==> src/rtl/n64adv2_hdmi_clksw_ctrl_pkg.sv <==
// rtl/n64adv2_hdmi_clksw_ctrl_pkg.sv - shared constants and state encoding for the HDMI clock-switch sequencer
// Contents: CLKSEL_MAIN/CLKSEL_SUB select values, clksw_state_e state encoding,
//           cycles_to_tc() helper turning a cycle count into a terminal count.
package n64adv2_hdmi_clksw_ctrl_pkg;

  // Clock-control select values, shared with the resolution select logic.
  localparam logic CLKSEL_MAIN = 1'b0;
  localparam logic CLKSEL_SUB  = 1'b1;

  typedef enum logic [2:0] {
    ST_BOOT    = 3'd0,
    ST_IDLE    = 3'd1,
    ST_MUTE    = 3'd2,
    ST_SWITCH  = 3'd3,
    ST_SETTLE  = 3'd4,
    ST_RELEASE = 3'd5
  } clksw_state_e;

  // A count of N cycles ends when a counter starting at 0 reads N-1.
  function automatic logic [15:0] cycles_to_tc(input int cycles);
    return 16'(cycles - 1);
  endfunction

endpackage

==> src/rtl/n64adv2_cycle_counter.sv <==
// rtl/n64adv2_cycle_counter.sv - loadable 16-bit saturating up-counter with terminal-count flag
// Ports:
//   clk_i       in   clock (rising edge)
//   rst_n_i     in   asynchronous active-low reset, clears the count
//   load_i      in   load load_val_i (has priority over en_i)
//   en_i        in   count up; holds once the count equals term_i
//   load_val_i  in   [15:0] value loaded by load_i
//   term_i      in   [15:0] terminal count
//   tc_o        out  count equals term_i
module n64adv2_cycle_counter (
  input  logic        clk_i,
  input  logic        rst_n_i,
  input  logic        load_i,
  input  logic        en_i,
  input  logic [15:0] load_val_i,
  input  logic [15:0] term_i,
  output logic        tc_o
);

  logic [15:0] cnt_q;
  logic [15:0] cnt_d;

  always_comb begin
    cnt_d = cnt_q;
    if (load_i) begin
      cnt_d = load_val_i;
    end else if (en_i && (cnt_q != term_i)) begin
      cnt_d = cnt_q + 16'd1;
    end
  end

  always_ff @(posedge clk_i or negedge rst_n_i) begin
    if (!rst_n_i) begin
      cnt_q <= 16'd0;
    end else begin
      cnt_q <= cnt_d;
    end
  end

  assign tc_o = (cnt_q == term_i);

endmodule

==> src/rtl/n64adv2_hdmi_clksw_ctrl.sv <==
// rtl/n64adv2_hdmi_clksw_ctrl.sv - HDMI output clock select / hold-reset sequencer
// Optional feature macro: HDMI_CLKSW_ACK_TIMEOUT_EN (reconfiguration acknowledge timeout).
// Ports:
//   SYS_CLK_i          in   system clock
//   nSRST_i            in   asynchronous active-low reset
//   HDMI_cfg_done_i    in   transmitter initial configuration done (synchronised)
//   HDMI_PLL_locked_i  in   HDMI PLL lock (synchronised)
//   clksel_req_i       in   requested select, 0 = main, 1 = sub
//   reconfig_ack_i     in   NIOS reconfiguration acknowledge (level)
//   clksel_o           out  applied clock-control select
//   HDMI_hold_nRST_o   out  active-low HDMI pipeline hold
//   HDMI_mute_o        out  transmitter AV mute request
//   reconfig_req_o     out  reconfiguration request (level)
//   busy_o             out  sequencer not idle
//   timeout_o          out  sticky acknowledge-timeout flag
module n64adv2_hdmi_clksw_ctrl
  import n64adv2_hdmi_clksw_ctrl_pkg::*;
#(
  parameter int DEBOUNCE_CYCLES = 16,
  parameter int MUTE_CYCLES     = 256,
  parameter int SETTLE_CYCLES   = 64,
  parameter int ACK_TIMEOUT     = 65535
) (
  input  logic SYS_CLK_i,
  input  logic nSRST_i,
  input  logic HDMI_cfg_done_i,
  input  logic HDMI_PLL_locked_i,
  input  logic clksel_req_i,
  input  logic reconfig_ack_i,
  output logic clksel_o,
  output logic HDMI_hold_nRST_o,
  output logic HDMI_mute_o,
  output logic reconfig_req_o,
  output logic busy_o,
  output logic timeout_o
);

  localparam logic [15:0] DEB_TC    = cycles_to_tc(DEBOUNCE_CYCLES);
  localparam logic [15:0] MUTE_TC   = cycles_to_tc(MUTE_CYCLES);
  localparam logic [15:0] SETTLE_TC = cycles_to_tc(SETTLE_CYCLES);

  clksw_state_e state_q, state_d;
  logic clksel_q, clksel_d;
  logic target_q, target_d;
  logic hold_q, hold_d;
  logic mute_q, mute_d;
  logic rreq_q, rreq_d;
  logic busy_q, busy_d;
  logic timeout_q, timeout_d;

  logic        mismatch;
  logic        cnt_load;
  logic [15:0] cnt_term;
  logic        cnt_tc;
  logic        tmo_tc;

  assign mismatch = (clksel_req_i != clksel_q);

  // One counter serves debounce, mute and settle: it restarts from 0 on every
  // state change, and in IDLE any matching sample restarts the debounce.
  always_comb begin
    cnt_term = 16'd0;
    case (state_q)
      ST_IDLE:   cnt_term = DEB_TC;
      ST_MUTE:   cnt_term = MUTE_TC;
      ST_SETTLE: cnt_term = SETTLE_TC;
      default:   cnt_term = 16'd0;
    endcase
    cnt_load = (state_d != state_q) || ((state_q == ST_IDLE) && !mismatch);
  end

  n64adv2_cycle_counter u_seq_cnt (
    .clk_i      (SYS_CLK_i),
    .rst_n_i    (nSRST_i),
    .load_i     (cnt_load),
    .en_i       (1'b1),
    .load_val_i (16'd0),
    .term_i     (cnt_term),
    .tc_o       (cnt_tc)
  );

`ifdef HDMI_CLKSW_ACK_TIMEOUT_EN
  // Held at 0 outside RELEASE, so the N-th RELEASE cycle sees N-1.
  n64adv2_cycle_counter u_tmo_cnt (
    .clk_i      (SYS_CLK_i),
    .rst_n_i    (nSRST_i),
    .load_i     (state_q != ST_RELEASE),
    .en_i       (1'b1),
    .load_val_i (16'd0),
    .term_i     (cycles_to_tc(ACK_TIMEOUT)),
    .tc_o       (tmo_tc)
  );
`else
  // No timeout hardware: this is constant false for any legal ACK_TIMEOUT.
  assign tmo_tc = (ACK_TIMEOUT < 0);
`endif

  always_comb begin
    state_d   = state_q;
    clksel_d  = clksel_q;
    target_d  = target_q;
    timeout_d = timeout_q;

    unique case (state_q)
      ST_BOOT: begin
        if (HDMI_cfg_done_i) begin
          clksel_d = clksel_req_i;
          state_d  = ST_SETTLE;
        end
      end
      ST_IDLE: begin
        if (mismatch && cnt_tc) begin
          target_d = clksel_req_i;
          state_d  = ST_MUTE;
        end
      end
      ST_MUTE: begin
        if (cnt_tc) begin
          state_d = ST_SWITCH;
        end
      end
      ST_SWITCH: begin
        clksel_d = target_q;
        state_d  = ST_SETTLE;
      end
      ST_SETTLE: begin
        if (cnt_tc && HDMI_PLL_locked_i) begin
          state_d = ST_RELEASE;
        end
      end
      ST_RELEASE: begin
        if (reconfig_ack_i) begin
          state_d = ST_IDLE;
        end else if (tmo_tc) begin
          timeout_d = 1'b1;
          state_d   = ST_IDLE;
        end
      end
      default: begin
        state_d = ST_BOOT;
      end
    endcase

    // Losing the transmitter configuration overrides everything.
    if (!HDMI_cfg_done_i) begin
      state_d = ST_BOOT;
    end

    // Outputs are registered from the next state so they line up with it.
    hold_d = (state_d == ST_IDLE) || (state_d == ST_MUTE) || (state_d == ST_RELEASE);
    mute_d = (state_d != ST_IDLE);
    rreq_d = (state_d == ST_RELEASE);
    busy_d = (state_d != ST_IDLE);
  end

  always_ff @(posedge SYS_CLK_i or negedge nSRST_i) begin
    if (!nSRST_i) begin
      state_q   <= ST_BOOT;
      clksel_q  <= CLKSEL_MAIN;
      target_q  <= CLKSEL_MAIN;
      hold_q    <= 1'b0;
      mute_q    <= 1'b1;
      rreq_q    <= 1'b0;
      busy_q    <= 1'b1;
      timeout_q <= 1'b0;
    end else begin
      state_q   <= state_d;
      clksel_q  <= clksel_d;
      target_q  <= target_d;
      hold_q    <= hold_d;
      mute_q    <= mute_d;
      rreq_q    <= rreq_d;
      busy_q    <= busy_d;
      timeout_q <= timeout_d;
    end
  end

  assign clksel_o         = clksel_q;
  assign HDMI_hold_nRST_o = hold_q;
  assign HDMI_mute_o      = mute_q;
  assign reconfig_req_o   = rreq_q;
  assign busy_o           = busy_q;
  assign timeout_o        = timeout_q;

endmodule

==> config.mk <==
export PLATFORM = sky130hd
export DESIGN_NAME = n64adv2_hdmi_clksw_ctrl
export DESIGN_NICKNAME = d
export VERILOG_FILES = /design/src/rtl/n64adv2_hdmi_clksw_ctrl_pkg.sv /design/src/rtl/n64adv2_cycle_counter.sv /design/src/rtl/n64adv2_hdmi_clksw_ctrl.sv
export SDC_FILE = /design/constraint.sdc
export NUM_CORES = 1
export LEC_CHECK = 0
export BUFFER_PORTS_ARGS = -buffer_cell sky130_fd_sc_hd__buf_2
export CORE_MARGIN = 2
export CORE_UTILIZATION = 53
export DETAILED_ROUTE_END_ITERATION = 8
export PLACE_DENSITY = 0.83
export SLEW_MARGIN = 25
export SYNTH_ARGS = -nofsm -noshare
export SYNTH_HDL_FRONTEND = slang
export SYNTH_SLANG_ARGS = --single-unit
==> constraint.sdc <==
create_clock -name SYS_CLK_i -period 2 [get_ports SYS_CLK_i]
set_input_delay 0.4 -clock SYS_CLK_i [delete_from_list [all_inputs] [get_ports SYS_CLK_i]]
set_output_delay 0.4 -clock SYS_CLK_i [all_outputs]
set_load 0.05 [all_outputs]
==> results summary, run 1 <==
The final design utilization is 74.11%. The worst relative slew slack is 63.46%. Cells with a size suffix above 1 make up 34.02% of the layout. TritonCTS built the clock tree. The number of nets in the final layout is 202. The level count of the clock H-tree is 1. The number of antenna violations at the first check in global routing is 0. The cell area power density came out at 801.7 nW/um^2. For the worst setup path, the data required time is 2.23 ns. The count of antenna diodes in the layout is 0. The count of buffers added on input and output ports is 10. In the synthesized netlist the dominant register cell turns out to be dfrtp_1. The number of clock buffers added by TritonCTS is 3. The simple-gate portion of the synthesized area is 29.82%.

The floorplan core area is 2522 um^2. The number of distinct standard cells referenced by the synthesized netlist came out at 45. The initial utilization of the core area, before any placement, comes to 57.39%.

The leftover overflow at the end of global routing came out at 0. Measured along the y axis, the die boundary spans 56.26 um. The number of setup violations in the final report is 18. Entering global routing, the biggest net connects 25 pins.

The synthesized design contains 24 register bits. Across every metal layer, demand over resource in global routing totals 23.01%. The worst path uses 104.2% of the clock period. The final HPWL from detailed placement is 2.392 mm. The worst setup path is launched from a flip-flop. The count of routing violations after the opening detailed-route iteration came out at 64. The net count after synthesis came out at 170.

The worst hold path belongs to the class in2async. Setup repair after global routing could not meet its margin everywhere. At the later pin of the worst-skew pair, clock insertion delay measures 0.33 ns. The arrival time at the worst endpoint is 2.32 ns.

STA classifies the critical path endpoint as a flip-flop. The synthesized design devotes to its leading area cell type 39.76% of total area. The static power due to leakage is 0.8091 nW. 12 I/O pins were placed. The highest attainable clock frequency came out at 479.8 MHz. The post-synthesis cell type with the largest combined area is dfrtp_1. The first-pass iteration count of the detailed router is 4. The via count of the first global-routing pass is 1304. The flow ran to the end, but the final reports show violations.

The minimum period implied by the final worst setup slack came out at 2.084 ns. The maximum buffer depth of the clock tree came out at 2. The number of hold violations in the final report came out at 0.

The detail-routed via count per cell is 6.174. The share of synthesized area spent on multiplexers came out at 0.7779%. The total number of placement rows is 18. The maximum resistive drop on vdd is 0.7954 mV. The fraction of registers with async set/reset came out at 100.0%. The part of the Yosys area used for sequential elements came out at 41.57%. The first global-routing pass estimated 5.802 mm of wire. The highest cell delay on the worst timing path came out at 0.50 ns. The signed area change from the synthesized netlist to the final layout came out at 29.13%. The mapped netlist covers 1448 um^2. Buffers inserted to repair hold after CTS numbered 0.

The fill cell instance count of the final layout is 189. Each instance of the synthesized netlist takes up on average 8.881 um^2. Ranked by instance count, the synthesized netlist is headed by nor2_1 (26), dfrtp_1 (23), a21oi_1 (12), nand2_1 (10), nand3_1 (9). The final setup TNS is -1.234 ns. Clock tree synthesis selected as its root buffer the cell clkbuf_4. For this design, the slowest cell found on the critical path is dfrtp_1. The clock-pin transition on the worst setup and hold timing paths is 0.14 ns. The number of cells traversed by the worst register-to-register path is 6. The worst clock skew is 0.002476 ns.

The signal on the critical path passes through nor3b_4, nand3_1, a21oi_4, a31oi_2, a21oi_2, mux2_4. The worst setup path is of the reg2reg kind. The final layout contains routed wiring with a total length of 3.933 mm. The die covers 3165 um^2. After synthesis, the largest family of logic cells by area is simple AND/OR/NAND/NOR gates. The post-layout worst setup margin came out at -0.08440 ns. Routability-driven placement finished with a final weighted congestion of 0.8411. The area fraction in compound gates after synthesis came out at 14.61%. The count of nets left with antenna violations once routing finished came out at 0. Along the worst path, the maximum fanout reaches 6. The post-synthesis instance total is 163. The share of synthesized cell area in full adder, half adder and majority cells came out at 1.556%.

The floorplan die width came out at 56.26 um. Yosys instantiated no cell more often than nor2_1. Counting flops with a built-in enable in the synthesized netlist gives 0. The transition at the pin with the smallest max-transition slack came out at 0.5482 ns. The fraction of synthesized cell area in xor and xnor cells is 6.655%.

The number of warnings printed during yosys synthesis came out at 0. After detailed routing, the number of remaining DRC violations is 0. By area the synthesized netlist is led by dfrtp_1 (40%), nor2_1 (6.7%), xnor2_1 (4.2%). The max capacitance violation total is 0.

Dividing the detail-routed wire length by the instance count gives 17.56 um. The routed layout has 1383 vias. The final reports fail on negative setup slack. The clock sink total came out at 24.

The total count of max-transition violations in the final report is 0.
## per-stage QoR
step | total power, mW | std cells | setup WS (ns) | hold slack, ns | area [um^2]
detailed placement | 0.9954 | 217 | -0.05105 | 0.4054 | 1663
global route | 1.560 | 224 | -0.1678 | 0.06280 | 1869
global placement | 0.9768 | 217 | 0.06289 | 0.4031 | 1663
floorplan | 0.8216 | 163 | 0.008605 | 0.1044 | 1449
CTS | 1.364 | 222 | -0.003973 | 0.04671 | 1763
finish | 1.499 | 224 | -0.08440 | 0.03386 | 1869
## registers in the layout, indices dropped and copies added, names as in the netlist
signal	cells
reconfig_req_o	1
clksel_o	1
busy_o	1
u_seq_cnt.cnt_q	16
target_q	1
HDMI_hold_nRST_o	1
state_q	3
## what timing repair did
item / CTS / global route
pin swaps: 2 / 9
setup endpoints to repair: 17 / 21
cloned: 0 / 1
setup buffers: 1 / 1
gates resized for setup: 9 / 18
endpoints found under the hold margin: 0 / 0
## area by class of cell
cell class	count	area, um^2	share of cell area [%]
multi-input combinational	127	905.9	48.46
sequential	24	604.3	32.33
timing repair buffer	34	250.2	13.39
tap	30	37.54	2.008
clock inverter	1	30.03	1.606
clock buffer	3	22.52	1.205
inverter	5	18.77	1.004
## layer usage
metal | GRT usage, % | wire length, um | vias to the layer above
li1 | - | - | 638
met1 | 27.46 | 1609 | 672
met2 | 41.85 | 1985 | 56
met3 | 2.765 | 164 | 17
met4 | 8.844 | 173 | 0
met5 | 0 | 0 | -
## critical path: cells and delay by family, from the launching register on
family,cells,cell delay [ns]
mux,1,0.31
compound gates,3,0.67
flops,1,0.50
simple gates,2,0.50
## placed cells by master, fill, tap and decap left out, types with 2 or more instances in the layout
cell type and n:
nor3_1 4, dfrtp_2 2, nand4_1 2, nor4_2 2, and3_4 2, o21ai_0 3
and4_1 3, xor2_1 4, buf_6 2, a21oi_1 11, nor4_4 2, nand3_1 9
inv_1 5, nand2b_1 2, and3_1 3, nor2_1 26, clkbuf_4 3, xnor2_1 6
buf_2 10, buf_4 21, a21oi_2 2, nor2b_1 3, nand2_1 10, a21oi_4 2
dfrtp_1 21, nor4_1 2, a31oi_1 2
## path summary, 6_finish.rpt
check	start	to	slack [ns]
max in group asynchronous	nSRST_i	state_q[2]	1.58
min reg2reg	clksel_o	target_q	0.55
max reg2reg	state_q[0]	HDMI_hold_nRST_o	-0.08
min	nSRST_i	u_seq_cnt.cnt_q[10]	0.03
max	state_q[0]	HDMI_hold_nRST_o	-0.08
min in group SYS_CLK_i	HDMI_cfg_done_i	state_q[2]	0.39
## kinds of logic after synthesis
kind of cell	after synthesis
mux	1
simple gates	81
xor+xnor	11
other cells	1
fa+ha+maj	2
flops	24
compound gates	30
buf+inv	13
## report_power, final
part	internal, mW	switching (mW)
registers	0.523	0.0490
logic	0.244	0.323
clock network	0.203	0.157
(Power assumes the default switching activity.)
==> inputs of run 2 (changes only) <==
CORE_UTILIZATION = 45   (was 53)
PLACE_DENSITY = 0.73   (was 0.83)
==> results summary, run 2 (synthesized netlist as in run 1, its figures left out) <==
The TritonCTS clock tree is built. Setup repair after global routing could not meet its margin everywhere. The number of cells traversed by the worst register-to-register path is 8. Net switching is 37.42% of the power.

The worst clock skew is 0.007840 ns. The checks that failed: negative setup slack. The floorplan die area came out at 3687 um^2. The flow ran to the end, but the final reports show violations. The detail-routed via count per cell came out at 5.523. The leftover overflow at the end of global routing is 0.

The critical-path maximum fanout is 8. Dividing total power by cell area gives a power density of 739.6 nW/um^2. 12 I/O pins were placed.

The CTS buffer count is 3. The setup slack of the worst register-to-register path is -0.02 ns. The fraction of power consumed by the clock network came out at 16.7%.

The relative contribution of sequential cells to total power is 40.6%. Once detailed placement completed, the half-perimeter wirelength came to 2.306 mm. Static timing analysis puts the maximum clock frequency at 494.8 MHz.

The number of flip-flops under the largest register name came out at 16. The register bank with the most flops is u_seq_cnt.cnt_q. The number of setup violations in the final report came out at 12. After detailed routing, the number of remaining DRC violations is 0. In the post-route analysis, the smallest setup slack over all paths is -0.02122 ns.

The total global-route track usage is 19.16%. In this run the remaining antenna-violating nets after routing total 0. For the pin with the worst max-slew slack, the measured transition is 0.5355 ns. The launch point of the critical path is state_q[2]. The share of the clock period used by the worst path after layout is 101.1%.

Leaving out fill and tap cells, the most frequent cells in the layout are nor2_1 (22), dfrtp_1 (20), buf_4 (20). Measured along the y axis, the die boundary spans 60.72 um. The maximum buffer depth of the clock tree came out at 2. The total number of placement rows is 20. The worst setup path is of the reg2reg kind. The kind of launch point of the worst setup path is a flip-flop. The final layout contains 201 nets.

In this run the critical register-to-register path is captured at u_seq_cnt.cnt_q[12]. The final design utilization is 62.87%. The switching power total is 0.5313 mW.

In the final layout, the registers with the most flip-flops are u_seq_cnt.cnt_q x16, state_q x3. The maximum resistive drop on vdd is 0.4976 mV. In this run, the number of DRC markers left after iteration 0 of detailed routing was 62. The routed design has 3.491 mm of wire. The total area inside the core boundary comes to 3053 um^2. The number of antenna violations at the first check in global routing is 0.

The arrival time at the worst endpoint came out at 2.26 ns. The count of antenna diodes in the layout came out at 0. The total count of max-transition violations in the final report is 0. The power share of the combinational group came out at 42.7%. The highest cell delay on the worst timing path came out at 0.49 ns. The number of hold violations in the final report is 0.

The worst relative slew slack is 64.30%. The via count is 1309. The minimum period implied by the final worst setup slack came out at 2.021 ns. Dividing the detail-routed wire length by the instance count gives 14.73 um. The cell sitting at the root of the clock tree is a clkbuf_4.

Clock tree synthesis found a total of 24 sinks. The internal power of the cells came out at 0.8883 mW. The clock network latency to the later pin of the worst-skew pair is 0.33 ns. The via count of the first global-routing pass came out at 1228. The floorplan die width is 60.72 um. Traced cell by cell, the critical path runs through xnor2_2, or3_4, a31oi_4, buf_6, nand2_4, o21ai_4, clkbuf_16, nor4_4. The library cell used most frequently in the layout, excluding fill and tap cells, is nor2_1. In this run the number of H-tree levels came out at 1. Port buffering added 10 buffers. For this run, the detailed router's first-pass iteration total came to 4. The worst hold path belongs to the class in2async. The static power due to leakage is 0.8043 nW. The final weighted congestion of routability-driven global placement came out at 0.9085. The clock-pin transition on the worst setup and hold timing paths is 0.14 ns. For this design, the CTS-stage hold fixing added 0 buffers. The data required time at the worst endpoint is 2.24 ns.

The slowest library cell on the worst path is dfrtp_2. Once the floorplan was initialized, standard cells occupied 47.42% of the core. The first-pass GRT wire length is 5.250 mm. STA classifies the critical path endpoint as a flip-flop. The startpoint identified for the worst register-to-register timing path is state_q[2]. The signed area change from the synthesized netlist to the final layout is 32.58%. The pin count of the biggest net entering global routing is 25.

The final setup TNS is -0.1851 ns. The max capacitance violation total came out at 0. The fraction of final layout cells with drive strength greater than 1 came out at 38.34%.
[run 2: metal layers]
| metal | track usage, % | routed length [um] | vias up |
|---|---|---|---|
| met5 | 0 | 0 | - |
| met4 | 5.590 | 56 | 0 |
| met3 | 4.264 | 93 | 5 |
| met2 | 34.72 | 1870 | 23 |
| met1 | 22.58 | 1471 | 644 |
| li1 | - | - | 637 |
[run 2: cell type report]
| type | instances | area, um^2 |
|---|---|---|
| well taps | 44 | 55.05 |
| flip-flops and latches | 24 | 605.6 |
| repair buffers | 34 | 267.8 |
| inverters | 5 | 18.77 |
| fillers | 268 | 1134 |
| clock buffers | 4 | 26.28 |
| multi-input cells | 126 | 945.9 |
[run 2: what timing repair did]
| action | CTS | global route |
|---|---|---|
| endpoints found under the hold margin | 0 | 0 |
| gates cloned | 0 | 1 |
| endpoints found under the setup margin | 14 | 18 |
| buffers inserted | 0 | 3 |
| pin swaps | 1 | 12 |
| gates resized for setup | 9 | 31 |
[run 2: critical path: cells and delay by family, from the launching register on]
family,cells,cell delay [ns]
flops,1,0.49
compound gates,2,0.49
simple gates,3,0.43
buf+inv,2,0.36
xor+xnor,1,0.16
[run 2: worst max path at each step]
stage                     endpoint  slack (ns)  depth (start not counted)
2_1_floorplan     HDMI_hold_nRST_o       0.009                          6
3_3_place_gp      HDMI_hold_nRST_o       -0.02                          6
3_5_place_dp      HDMI_hold_nRST_o       -0.09                          6
4_1_cts           HDMI_hold_nRST_o       0.006                          6
5_1_grt         u_seq_cnt.cnt_q[6]       -0.08                          8
6_report       u_seq_cnt.cnt_q[12]       -0.02                          8
[run 2: power groups by stage]
stage | Combinational, mW | Clock, mW | Sequential, mW
after floorplan | 0.218 | 0 | 0.604
after global placement | 0.414 | 0 | 0.566
after detailed placement | 0.428 | 0 | 0.567
after CTS | 0.455 | 0.235 | 0.563
after global routing | 0.649 | 0.263 | 0.583
final | 0.606 | 0.237 | 0.576
[run 2: metrics by stage]
step	area, um^2	hold WS, ns	total power, mW	setup WS [ns]	instances
2_1_floorplan	1449	0.1044	0.8216	0.008605	163
3_3_place_gp	1665	0.4040	0.9801	-0.01806	229
3_5_place_dp	1665	0.4100	0.9953	-0.09468	229
4_1_cts	1737	0.04614	1.253	0.006266	233
5_1_grt	1919	0.04662	1.495	-0.07991	237
6_report	1919	0.02001	1.420	-0.02122	237
